### config.mk
export PLATFORM = sky130hd
export DESIGN_NAME = cache_mem_scheduler
export DESIGN_NICKNAME = d
export VERILOG_FILES = /design/src/rtl/cache_mem_scheduler.sv
export SDC_FILE = /design/constraint.sdc
export NUM_CORES = 1
export LEC_CHECK = 0
export ABC_CLOCK_PERIOD_IN_PS = 14600
export CORE_AREA = 2 2 642 644
export DETAILED_ROUTE_END_ITERATION = 12
export DIE_AREA = 0 0 644 646
export MAX_ROUTING_LAYER = met4
export SYNTH_ARGS = -nofsm -noshare
export SYNTH_HDL_FRONTEND = slang
export SYNTH_SLANG_ARGS = --single-unit
### constraint.sdc
create_clock -name clk -period 14.6 [get_ports clk]
set_input_delay 4.38 -clock clk [delete_from_list [all_inputs] [get_ports clk]]
set_output_delay 4.38 -clock clk [all_outputs]
set_load 0.01 [all_outputs]
### src/rtl/cache_mem_scheduler.sv
// Arbiter that lets an icache and a dcache share one cacheline memory port.
// Dcache wins contested cycles until icache has lost STARVE_LIMIT contests in
// a row; then icache is forced through. Each transaction is latched at grant,
// held until memory responds, then followed by one RECOVER cycle that absorbs
// the requester's still-high strobe.
module cache_mem_scheduler #(
    parameter int STARVE_LIMIT = 4
) (
    input  logic         clk,
    input  logic         rst,

    input  logic [31:0]  i_address,
    input  logic         i_read,
    input  logic         i_write,
    input  logic [255:0] i_wdata,
    output logic [255:0] i_rdata,
    output logic         i_resp,

    input  logic [31:0]  d_address,
    input  logic         d_read,
    input  logic         d_write,
    input  logic [255:0] d_wdata,
    output logic [255:0] d_rdata,
    output logic         d_resp,

    output logic [31:0]  m_address,
    output logic         m_read,
    output logic         m_write,
    output logic [255:0] m_wdata,
    input  logic [255:0] m_rdata,
    input  logic         m_resp
);

    localparam int STARVE_W = $clog2(STARVE_LIMIT + 1);
    localparam logic [STARVE_W-1:0] STARVE_MAX_C = STARVE_W'(STARVE_LIMIT);
    localparam logic [STARVE_W-1:0] STARVE_ONE_C = STARVE_W'(1);

    typedef enum logic [1:0] {
        IDLE    = 2'd0,
        GRANT_I = 2'd1,
        GRANT_D = 2'd2,
        RECOVER = 2'd3
    } state_t;

    state_t               state_r;
    logic [STARVE_W-1:0]  starve_cnt_r;
    logic [31:0]          lat_addr_r;
    logic [255:0]         lat_wdata_r;
    logic                 m_read_r;
    logic                 m_write_r;

    logic                 i_req_s;
    logic                 d_req_s;
    logic                 pick_i_s;
    logic                 pick_d_s;
    logic                 starved_s;
    logic                 i_resp_s;
    logic                 d_resp_s;

    // Arbitration: a lone requester wins; on contention dcache wins unless icache is starved.
    always_comb begin
        i_req_s   = i_read | i_write;
        d_req_s   = d_read | d_write;
        starved_s = (starve_cnt_r == STARVE_MAX_C);
        pick_i_s  = 1'b0;
        pick_d_s  = 1'b0;
        if (i_req_s && d_req_s) begin
            if (starved_s) begin
                pick_i_s = 1'b1;
            end else begin
                pick_d_s = 1'b1;
            end
        end else if (i_req_s) begin
            pick_i_s = 1'b1;
        end else if (d_req_s) begin
            pick_d_s = 1'b1;
        end else begin
            pick_i_s = 1'b0;
            pick_d_s = 1'b0;
        end
    end

    // Completion: memory's response is forwarded only to the port currently granted.
    always_comb begin
        i_resp_s = 1'b0;
        d_resp_s = 1'b0;
        if (m_resp && (state_r == GRANT_I)) begin
            i_resp_s = 1'b1;
        end else if (m_resp && (state_r == GRANT_D)) begin
            d_resp_s = 1'b1;
        end else begin
            i_resp_s = 1'b0;
            d_resp_s = 1'b0;
        end
    end

    // Scheduler FSM: grant, latch the request, hold memory strobes until m_resp, recover.
    always_ff @(posedge clk or posedge rst) begin
        if (rst) begin
            state_r      <= IDLE;
            starve_cnt_r <= {STARVE_W{1'b0}};
            lat_addr_r   <= 32'h0000_0000;
            lat_wdata_r  <= {256{1'b0}};
            m_read_r     <= 1'b0;
            m_write_r    <= 1'b0;
        end else begin
            case (state_r)
                IDLE: begin
                    if (pick_i_s) begin
                        state_r      <= GRANT_I;
                        lat_addr_r   <= i_address;
                        lat_wdata_r  <= i_wdata;
                        m_read_r     <= ~i_write;
                        m_write_r    <= i_write;
                        starve_cnt_r <= {STARVE_W{1'b0}};
                    end else if (pick_d_s) begin
                        state_r     <= GRANT_D;
                        lat_addr_r  <= d_address;
                        lat_wdata_r <= d_wdata;
                        m_read_r    <= ~d_write;
                        m_write_r   <= d_write;
                        if (i_req_s && !starved_s) begin
                            starve_cnt_r <= starve_cnt_r + STARVE_ONE_C;
                        end else begin
                            starve_cnt_r <= starve_cnt_r;
                        end
                    end else begin
                        state_r <= IDLE;
                    end
                end
                GRANT_I, GRANT_D: begin
                    if (m_resp) begin
                        state_r   <= RECOVER;
                        m_read_r  <= 1'b0;
                        m_write_r <= 1'b0;
                    end else begin
                        state_r <= state_r;
                    end
                end
                RECOVER: begin
                    state_r <= IDLE;
                end
                default: begin
                    state_r   <= IDLE;
                    m_read_r  <= 1'b0;
                    m_write_r <= 1'b0;
                end
            endcase
        end
    end

    assign m_address = lat_addr_r;
    assign m_wdata   = lat_wdata_r;
    assign m_read    = m_read_r;
    assign m_write   = m_write_r;
    assign i_resp    = i_resp_s;
    assign d_resp    = d_resp_s;
    assign i_rdata   = m_rdata;
    assign d_rdata   = m_rdata;

endmodule

Yosys cells after proc, flatten, opt, wreduce, memory -nomap -nowiden
Index checks and enable logic that the tools add are counted.
{ "word_totals": {"reg_bits": 295, "word_cells": 58, "output_inout_bits": 804, "inputBits": 839} }
{ "classes": {"bitwise": 4, "eq_ne": 6, "mux": 28, "n_reduce_logical": 13, "addsub": 1} }
{ "ops": {"columns": ["op", "count"], "rows": [
  ["2-to-1 mux 256 bit", 2],
  ["2-to-1 mux 32 bit", 2],
  ["2-to-1 mux 1 bit", 15],
  ["2-to-1 mux 3 bit", 3],
  ["2-to-1 mux 2 bit", 3],
  ["one-hot mux 2 bit (3 select lines)", 1],
  ["AND reduction 3 bit", 2],
  ["nonzero test 2 bit", 3],
  ["== test 2 bit, second input constant", 2],
  ["logical AND 1 bit", 4],
  ["one-hot mux 1 bit (2 select lines)", 2],
  ["adder 3 x 1 -> 3 bit, second input constant", 1],
  ["== test 3 bit, second input constant", 1],
  ["inequality test 3 bit, second input constant", 1],
  ["== test 2 x 1 -> 1 bit, second input constant", 1],
  ["logical NOT 2 bit", 1],
  ["inequality test 2 bit, second input constant", 1],
  ["NOT 1 bit", 2],
  ["OR 1 bit", 2],
  ["AND reduction 2 bit", 1],
  ["OR reduction 2 bit", 1],
  ["logical NOT 1 bit", 1]
]} }

Depth between registers and ports, before layout
Gate-level depths: netlist of the first run.
{ "depth": {"word_depth": 7, "depth_mapped": 8, "depth_no_buf": 5} }

Worst setup path after synthesis of the first run
OpenSTA, ideal clock, no wires.
{ "synth_timing": {"path_type": "in2out", "startpoint": "input port m_resp", "endpoint": "output port d_resp", "cell_stages": 2, "path_buffers": 0, "setup_slack_ps": 5644, "arrival_time_ps": 4576, "path_cell_list": "nand2_1 nor2_1"} }
{ "synth_via": {"elab_chain_cells": 3, "word_cells_on_any_way": 4, "classes_between": "mux: 2; reduce/logical: 2"} }
{ "synth_rtl": {"columns": ["element", "line", "text"], "rows": [
  ["start: declaration", "31", "input logic m_resp"],
  ["logical AND 1 bit", "89", "end else if (m_resp && (state_r == GRANT_D)) begin"],
  ["2-to-1 mux 1 bit", "89", null],
  ["2-to-1 mux 1 bit (*)", "87", "if (m_resp && (state_r == GRANT_I)) begin"],
  ["end: declaration", "24", "output logic d_resp,"]
]} }
Every way passes the cells marked *; elsewhere a longest branch is shown, timed or not.

Worst setup path in the final report of the first run
Same ends and word-level chain as after synthesis.

==> results of run 1 <==
-- flip-flops by register name, indices dropped and copies added, names as in the netlist --
name and count:
m_wdata 256, m_address 32, starve_cnt_r 3, state_r 2
m_read 1, m_write 1
-- logic make-up (layout without fill, tap and decap cells) --
family,count (synthesis),after routing,share of synthesized area
flip-flops,295,295,0.386
adder cells (fa/ha/maj),6,6,0.00393
multiplexers,2,2,0.00111
AND/OR/NAND/NOR,306,306,0.0620
AO/OA/AOI/OAI,880,880,0.290
buffers and inverters,743,1008,0.257
other,0,99,0
-- Yosys cell counts --
| cell type | n | area share |
|---|---|---|
| nand2b_1 | 1 | 0.00033 |
| a22oi_1 | 1 | 0.00039 |
| nand3_1 | 1 | 0.00026 |
| a21oi_1 | 288 | 0.075 |
| buf_6 | 5 | 0.0029 |
| inv_2 | 1 | 0.00020 |
| o21ai_0 | 289 | 0.076 |
| nand4b_1 | 1 | 0.00046 |
| buf_1 | 6 | 0.0012 |
| o221ai_1 | 2 | 0.00092 |
| o2bb2ai_1 | 1 | 0.00046 |
| ha_1 | 6 | 0.0039 |
| buf_2 | 107 | 0.028 |
| o31ai_1 | 1 | 0.00039 |
| a22o_1 | 3 | 0.0014 |
| nand2_1 | 2 | 0.00039 |
| mux2i_1 | 1 | 0.00052 |
| o22ai_1 | 1 | 0.00033 |
| and2_1 | 5 | 0.0016 |
| a31o_2 | 1 | 0.00046 |
| nor2_1 | 291 | 0.057 |
| dfrtp_1 | 295 | 0.39 |
| inv_1 | 6 | 0.0012 |
| buf_4 | 523 | 0.21 |
| or2_1 | 1 | 0.00033 |
| o21bai_1 | 1 | 0.00039 |
| clkbuf_1 | 95 | 0.019 |
| nor4_2 | 1 | 0.00065 |
| a221oi_1 | 2 | 0.00092 |
| a2bb2oi_1 | 1 | 0.00046 |
| nor2b_1 | 1 | 0.00033 |
| nor3_1 | 2 | 0.00052 |
| o41a_1 | 1 | 0.00059 |
| mux2_2 | 1 | 0.00059 |
| a311oi_1 | 288 | 0.13 |
-- cells in the final DEF, fill, tap and decap left out, drive strengths merged, types with 3 or more instances in the layout --
cell type      instances
a311oi               288
buf                   39
o21ai                289
ha                     6
nor2                 291
clkdlybuf4s50        874
inv                   15
bufinv                 5
a22o                   3
dfrtp                295
clkinv                11
clkinvlp               7
clkbuf                57
a21oi                288
and2                   5
diode                 99
-- through the flow --
step | power, mW | cell area [um2] | cells | utilization | hold WS (ns)
floorplan | 2.89 | 19100 | 2232 | - | 0.500
detailed placement | 5.34 | 30200 | 7860 | 0.0739 | 0.516
finish | 6.56 | 32100 | 8047 | 0.0786 | 0.525
global placement | 5.35 | 30200 | 7860 | 0.0739 | 0.508
global route | 6.97 | 32100 | 8041 | 0.0785 | 0.541
CTS | 6.73 | 31900 | 7948 | 0.0780 | 0.529
-- final timing paths --
path	startpoint	endpoint	slack [ns]	cells after the start
max in group asynchronous	rst	m_wdata[3]	8.25	4
hold reg to reg	m_wdata[133]	m_wdata[133]	0.52	2
min in group asynchronous	rst	m_wdata[179]	4.19	2
setup reg to reg	state_r[0]	m_address[20]	10.72	8
hold / removal	m_wdata[133]	m_wdata[133]	0.52	2
setup / recovery	m_resp	d_resp	4.13	4
-- final cells by class --
type	count	area (um2)	share of cell area
timing repair buffer	913	9090	0.283
sequential	295	7380	0.230
multi-input combinational	1194	6880	0.214
tap	5451	6820	0.212
clock buffer	57	1290	0.0401
clock inverter	31	363	0.0113
antenna	99	248	0.00772
inverter	7	41.3	0.00129
-- metal layers --
layer  wire, um  track usage  part of all wire  up-vias
met5          0            -                 0        -
met4      16600       0.0687             0.054        0
met3      75900        0.162              0.25      599
met2     134000        0.215              0.43     2405
met1      81500        0.109              0.26     9759
li1           -            -                 -     8139
-- tightest hold or removal path: cells and delay by family (launching register included) --
| kind | cells | cell delay (ns) |
|---|---|---|
| AND/OR/NAND/NOR | 1 | 0.05 |
| flip-flops | 1 | 0.34 |
| AO/OA/AOI/OAI | 1 | 0.10 |
-- power groups by stage --
stage / clock (mW) / sequential [mW] / combinational, mW
global route: 1.38 / 1.55 / 4.04
detailed placement: 0 / 1.50 / 3.84
floorplan: 0 / 1.65 / 1.25
finish: 1.30 / 1.50 / 3.76
global placement: 0 / 1.48 / 3.87
CTS: 1.37 / 1.50 / 3.86
==> summary.json, run 1 <==
{
  "outcome": {"value": "completed"},
  "cts-resized-gates": {"value": 0},
  "num_vias": {"value": 20900},
  "final.min_clock_period": {"value": 10.47, "unit": "ns"},
  "grt_overflow": {"value": 0},
  "total_die_area": {"value": 416000, "unit": "um2"},
  "critical_path_peak_fanout": {"value": 6},
  "placement.io_buffers": {"value": 874},
  "cts_tree": {"value": "yes"},
  "first_global_vias": {"value": 19600},
  "finalWeightedCongestion": {"value": 0.867},
  "area_growth_syn_to_layout": {"value": 67.9, "unit": "%"},
  "core-area": {"value": 409000, "unit": "um2"},
  "detail_route.drc_violations": {"value": 0},
  "worst_setup_hold_path_clk_slew": {"value": 0.05, "unit": "ns"},
  "finalClockSkew": {"value": 0.0517, "unit": "ns"},
  "detail_route.wl_per_cell": {"value": 38.2, "unit": "um"},
  "pre_cts_ws": {"value": 4.02, "unit": "ns"},
  "fin_setup_tns": {"value": 0, "unit": "ns"},
  "tritoncts_num_sinks": {"value": 295},
  "layout-drive-gt1-share": {"value": 0.0529},
  "synthCells": {"value": 2232},
  "total_wirelength": {"value": 308000, "unit": "um"},
  "cp_num_buf_inv": {"value": 2},
  "die_height": {"value": 646, "unit": "um"},
  "startpoint_type": {"value": "input pin"},
  "critPathArrivalTime": {"value": 6.09, "unit": "ns"},
  "fillerInstances": {"value": 47900},
  "cts-root-buf": {"value": "clkbuf_16"},
  "synth_cell_type_count": {"value": 35},
  "worstPathCellList": {"value": "clkdlybuf4s50_1, nand2_1, nor2_1, clkdlybuf4s50_1"},
  "leakagePower": {"value": 9.65, "unit": "nW"},
  "cts_inserted_buffers": {"value": 47},
  "final_net_count": {"value": 3303},
  "critical_path.max_stage_delay": {"value": 0.89, "unit": "ns"},
  "detail_route.first_pass.iterations": {"value": 8},
  "clk_path_buf_depth": {"value": 3},
  "starting_utilization_of_the_core_area": {"value": 0.0468},
  "die_width": {"value": 644, "unit": "um"},
  "rsz0062_at_grt": {"value": "false"},
  "number_of_levels_in_the_clock_h_tree": {"value": 2},
  "cp_common_cell": {"value": "clkdlybuf4s50_1"},
  "hpwlAfterDp": {"value": 272000, "unit": "um"},
  "timing.final.hold_violations": {"value": 0},
  "irDropWorstVdd": {"value": 138, "unit": "uV"},
  "power.sequential.fraction": {"value": 0.228},
  "timing.fmax": {"value": 95.5, "unit": "MHz"},
  "power_per_cell_area": {"value": 204, "unit": "nW/um2"},
  "grt.total_usage": {"value": 0.146},
  "postLayoutSetupSlackWorst": {"value": 4.13, "unit": "ns"},
  "mappedNetlistArea": {"value": 19100, "unit": "um2"},
  "min_path_type": {"value": "register to register"},
  "timing_max_transition_violations_final": {"value": 0},
  "synth.ff_latch_count": {"value": 295},
  "critical_path.slowest_cell": {"value": "clkdlybuf4s50_1"},
  "ys_seq_area_frac": {"value": 0.386},
  "clock_latency": {"value": 0.72, "unit": "ns"},
  "worstMarginPinSlew": {"value": 1.04, "unit": "ns"},
  "cts.hold.buffers_added": {"value": 0},
  "timing.critical_path.required": {"value": 10.22, "unit": "ns"},
  "path_delay_family": {"value": "buffers and inverters"},
  "detail_route.vias_per_cell": {"value": 2.60},
  "clock_network_power_share": {"value": 0.198},
  "cell_internal_pwr": {"value": 3.24, "unit": "mW"},
  "combPwrFrac": {"value": 0.573},
  "critPathCaptureType": {"value": "output port"},
  "postSynthNetCount": {"value": 3077},
  "power.share.switching": {"value": 0.506},
  "antenna_violations_before_repair": {"value": 194},
  "grt_start_max_net_pins": {"value": 126},
  "grt_pass1_wl": {"value": 353000, "unit": "um"},
  "total_switching_power": {"value": 3.32, "unit": "mW"},
  "pin_count": {"value": 1643},
  "maxCapViolations": {"value": 0},
  "row_count": {"value": 235},
  "setup_fix_bufs_post_cts": {"value": 0},
  "ant_nets": {"value": 0},
  "drtIter0Drc": {"value": 2022},
  "timing_worst_setup_path_type": {"value": "input pin to output port"},
  "postSynthAreaPerCell": {"value": 8.57, "unit": "um2"},
  "maxSlewHeadroom": {"value": 0.306},
  "timing.final.setup_violations": {"value": 0},
  "synth_warnings": {"value": 0},
  "timing.final.crit_share": {"value": 0.717}
}
No activity file was read; power rests on OpenSTA's default activity.
==> run 2, diff against run 1 <==
- ABC_CLOCK_PERIOD_IN_PS: 14600 -> 9300
- CORE_AREA: 2 2 642 644 -> 2 2 635 637
- DIE_AREA: 0 0 644 646 -> 0 0 637 639
- clock period: 14.6 -> 9.3 ns (I/O delays scaled with it)
==> run 2 against run 1 <==
Against the previous run:
- wire length down 0.89%
- flip-flop and latch count unchanged
- combinational power up 57%
- global-route usage up 0.14 points
- power up 58%
- worst setup slack worse by 2.4 ns
- cell count down 1.7%
- first-iteration DRC count up 21%
- critical path depth unchanged
- via count up 1.4%
- clock-buffer cell count up 4
- largest cell class unchanged
==> summary.json, run 2 (synthesized netlist as in run 1, its figures left out) <==
{
  "timing.final.setup_violations": {"value": 0},
  "rsz0062_at_grt": {"value": "false"},
  "total_wirelength": {"value": 305000, "unit": "um"},
  "hpwlAfterDp": {"value": 269000, "unit": "um"},
  "setup_fix_bufs_post_cts": {"value": 0},
  "irDropWorstVdd": {"value": 180, "unit": "uV"},
  "cts.hold.buffers_added": {"value": 0},
  "total_switching_power": {"value": 5.21, "unit": "mW"},
  "final.min_clock_period": {"value": 7.59, "unit": "ns"},
  "total_die_area": {"value": 407000, "unit": "um2"},
  "core-area": {"value": 401000, "unit": "um2"},
  "clock_latency": {"value": 0.75, "unit": "ns"},
  "ant_nets": {"value": 0},
  "outcome": {"value": "completed"},
  "detail_route.vias_per_cell": {"value": 2.68},
  "stdcell_area": {"value": 32100, "unit": "um2"},
  "die_width": {"value": 637, "unit": "um"},
  "power.sequential.fraction": {"value": 0.228},
  "timing.final.crit_share": {"value": 0.816},
  "grt_pass1_wl": {"value": 348000, "unit": "um"},
  "detail_route.first_pass.iterations": {"value": 9},
  "combPwrFrac": {"value": 0.567},
  "flip_flop_count_of_the_largest_register_after_layout": {"value": 256},
  "grt_overflow": {"value": 0},
  "mostFrequentLayoutCells": {"value": "clkdlybuf4s50_1 (874), dfrtp_1 (295), nor2_1 (290), o21ai_0 (289)"},
  "cts_tree": {"value": "yes"},
  "critical_path_peak_fanout": {"value": 6},
  "cts-resized-gates": {"value": 0},
  "timing_worst_setup_path_type": {"value": "input pin to output port"},
  "starting_utilization_of_the_core_area": {"value": 0.0477},
  "startpoint_type": {"value": "input pin"},
  "power.share.switching": {"value": 0.502},
  "grt_start_max_net_pins": {"value": 110},
  "antenna_violations_before_repair": {"value": 222},
  "critPathCaptureType": {"value": "output port"},
  "area_growth_syn_to_layout": {"value": 67.9, "unit": "%"},
  "die_height": {"value": 639, "unit": "um"},
  "clock_network_power_share": {"value": 0.205},
  "maxSlewHeadroom": {"value": 0.241},
  "tritoncts_num_sinks": {"value": 295},
  "fin_setup_tns": {"value": 0, "unit": "ns"},
  "power_per_cell_area": {"value": 324, "unit": "nW/um2"},
  "timing.final.hold_violations": {"value": 0},
  "pin_count": {"value": 1643},
  "timing.fmax": {"value": 132, "unit": "MHz"},
  "whs": {"value": 0.523, "unit": "ns"},
  "cell_internal_pwr": {"value": 5.17, "unit": "mW"},
  "maxCapViolations": {"value": 0},
  "place_area": {"value": 30000, "unit": "um2"},
  "leakagePower": {"value": 9.70, "unit": "nW"},
  "clk_path_buf_depth": {"value": 3},
  "finalClockSkew": {"value": 0.0550, "unit": "ns"},
  "placement.io_buffers": {"value": 874},
  "min_path_type": {"value": "register to register"},
  "finalWeightedCongestion": {"value": 0.864},
  "first_global_vias": {"value": 19300},
  "row_count": {"value": 233},
  "grt.total_usage": {"value": 0.147},
  "detail_route.wl_per_cell": {"value": 38.6, "unit": "um"},
  "worstMarginPinSlew": {"value": 1.14, "unit": "ns"},
  "timing.critical_path.required": {"value": 6.51, "unit": "ns"},
  "timing_max_transition_violations_final": {"value": 0},
  "num_vias": {"value": 21200},
  "critPathArrivalTime": {"value": 4.80, "unit": "ns"},
  "final_net_count": {"value": 3299},
  "cts_inserted_buffers": {"value": 49},
  "worst_setup_hold_path_clk_slew": {"value": 0.06, "unit": "ns"},
  "fillerInstances": {"value": 46700},
  "number_of_levels_in_the_clock_h_tree": {"value": 2},
  "drtIter0Drc": {"value": 2453},
  "layout-drive-gt1-share": {"value": 0.0525},
  "detail_route.drc_violations": {"value": 0},
  "mostFrequentLayoutCell": {"value": "clkdlybuf4s50_1"},
  "cts-root-buf": {"value": "clkbuf_16"}
}
## run 2: changes by cell type in the layout (fill, tap and decap cells not counted), moves of 3 or more
cell | before | now
clkbuf_8 | 3 | 10
buf_12 | 4 | 11
inv_8 | 4 | 1
diode_2 | 99 | 128
buf_4 | 35 | 22
clkbuf_1 | 5 | 2
## run 2: worst paths after layout
check / to / slack (ns) / cells after the start / start
setup / recovery: d_resp / 1.71 / 4 / m_resp
hold / removal: m_wdata[231] / 0.52 / 2 / m_wdata[231]
setup reg to reg: m_wdata[241] / 6.14 / 6 / state_r[0]
hold reg to reg: m_wdata[231] / 0.52 / 2 / m_wdata[231]
max in group asynchronous: m_wdata[123] / 5.35 / 4 / rst
min in group asynchronous: m_wdata[180] / 2.51 / 3 / rst
## run 2: per-layer routing
| layer | share of wire | vias up | GRT usage |
|---|---|---|---|
| met5 | 0 | - | - |
| li1 | - | 8173 | - |
| met4 | 0.048 | 0 | 0.0671 |
| met3 | 0.25 | 609 | 0.167 |
| met1 | 0.27 | 10000 | 0.110 |
| met2 | 0.44 | 2397 | 0.215 |
## run 2: critical path, stage by stage
cell and delay, ns:
clkdlybuf4s50_1 0.86, nand2_1 0.15, nor2_1 0.35, clkdlybuf4s50_1 0.63
## run 2: per-stage QoR
stage          instances    util  power [mW]  worst slack (ns)
2_1_floorplan       2232       -        4.54              2.59
3_3_place_gp        7690  0.0750        8.31              1.67
4_1_cts             7780  0.0793        10.6              1.70
6_report            7908  0.0801        10.4              1.71
5_1_grt             7894  0.0800        10.9              1.69
3_5_place_dp        7690  0.0750        8.32              1.72
## run 2: area by class of cell
class                      instances  area, um2  share of cell area
antenna                          128        320             0.00998
clock buffer                      61       1370              0.0427
tap                             5287       6620               0.206
inverter                           7       37.5             0.00117
sequential                       295       7380               0.230
multi-input combinational       1194       6880               0.214
clock inverter                    29        373              0.0116
timing repair buffer             907       9130               0.284
## run 2: power groups by stage
stage               Combinational, mW  Clock [mW]  Sequential (mW)
CTS                              5.99        2.22             2.36
floorplan                        1.96           0             2.59
global placement                 5.97           0             2.34
global route                     6.25        2.24             2.43
detailed placement               5.95           0             2.37
finish                           5.89        2.13             2.37
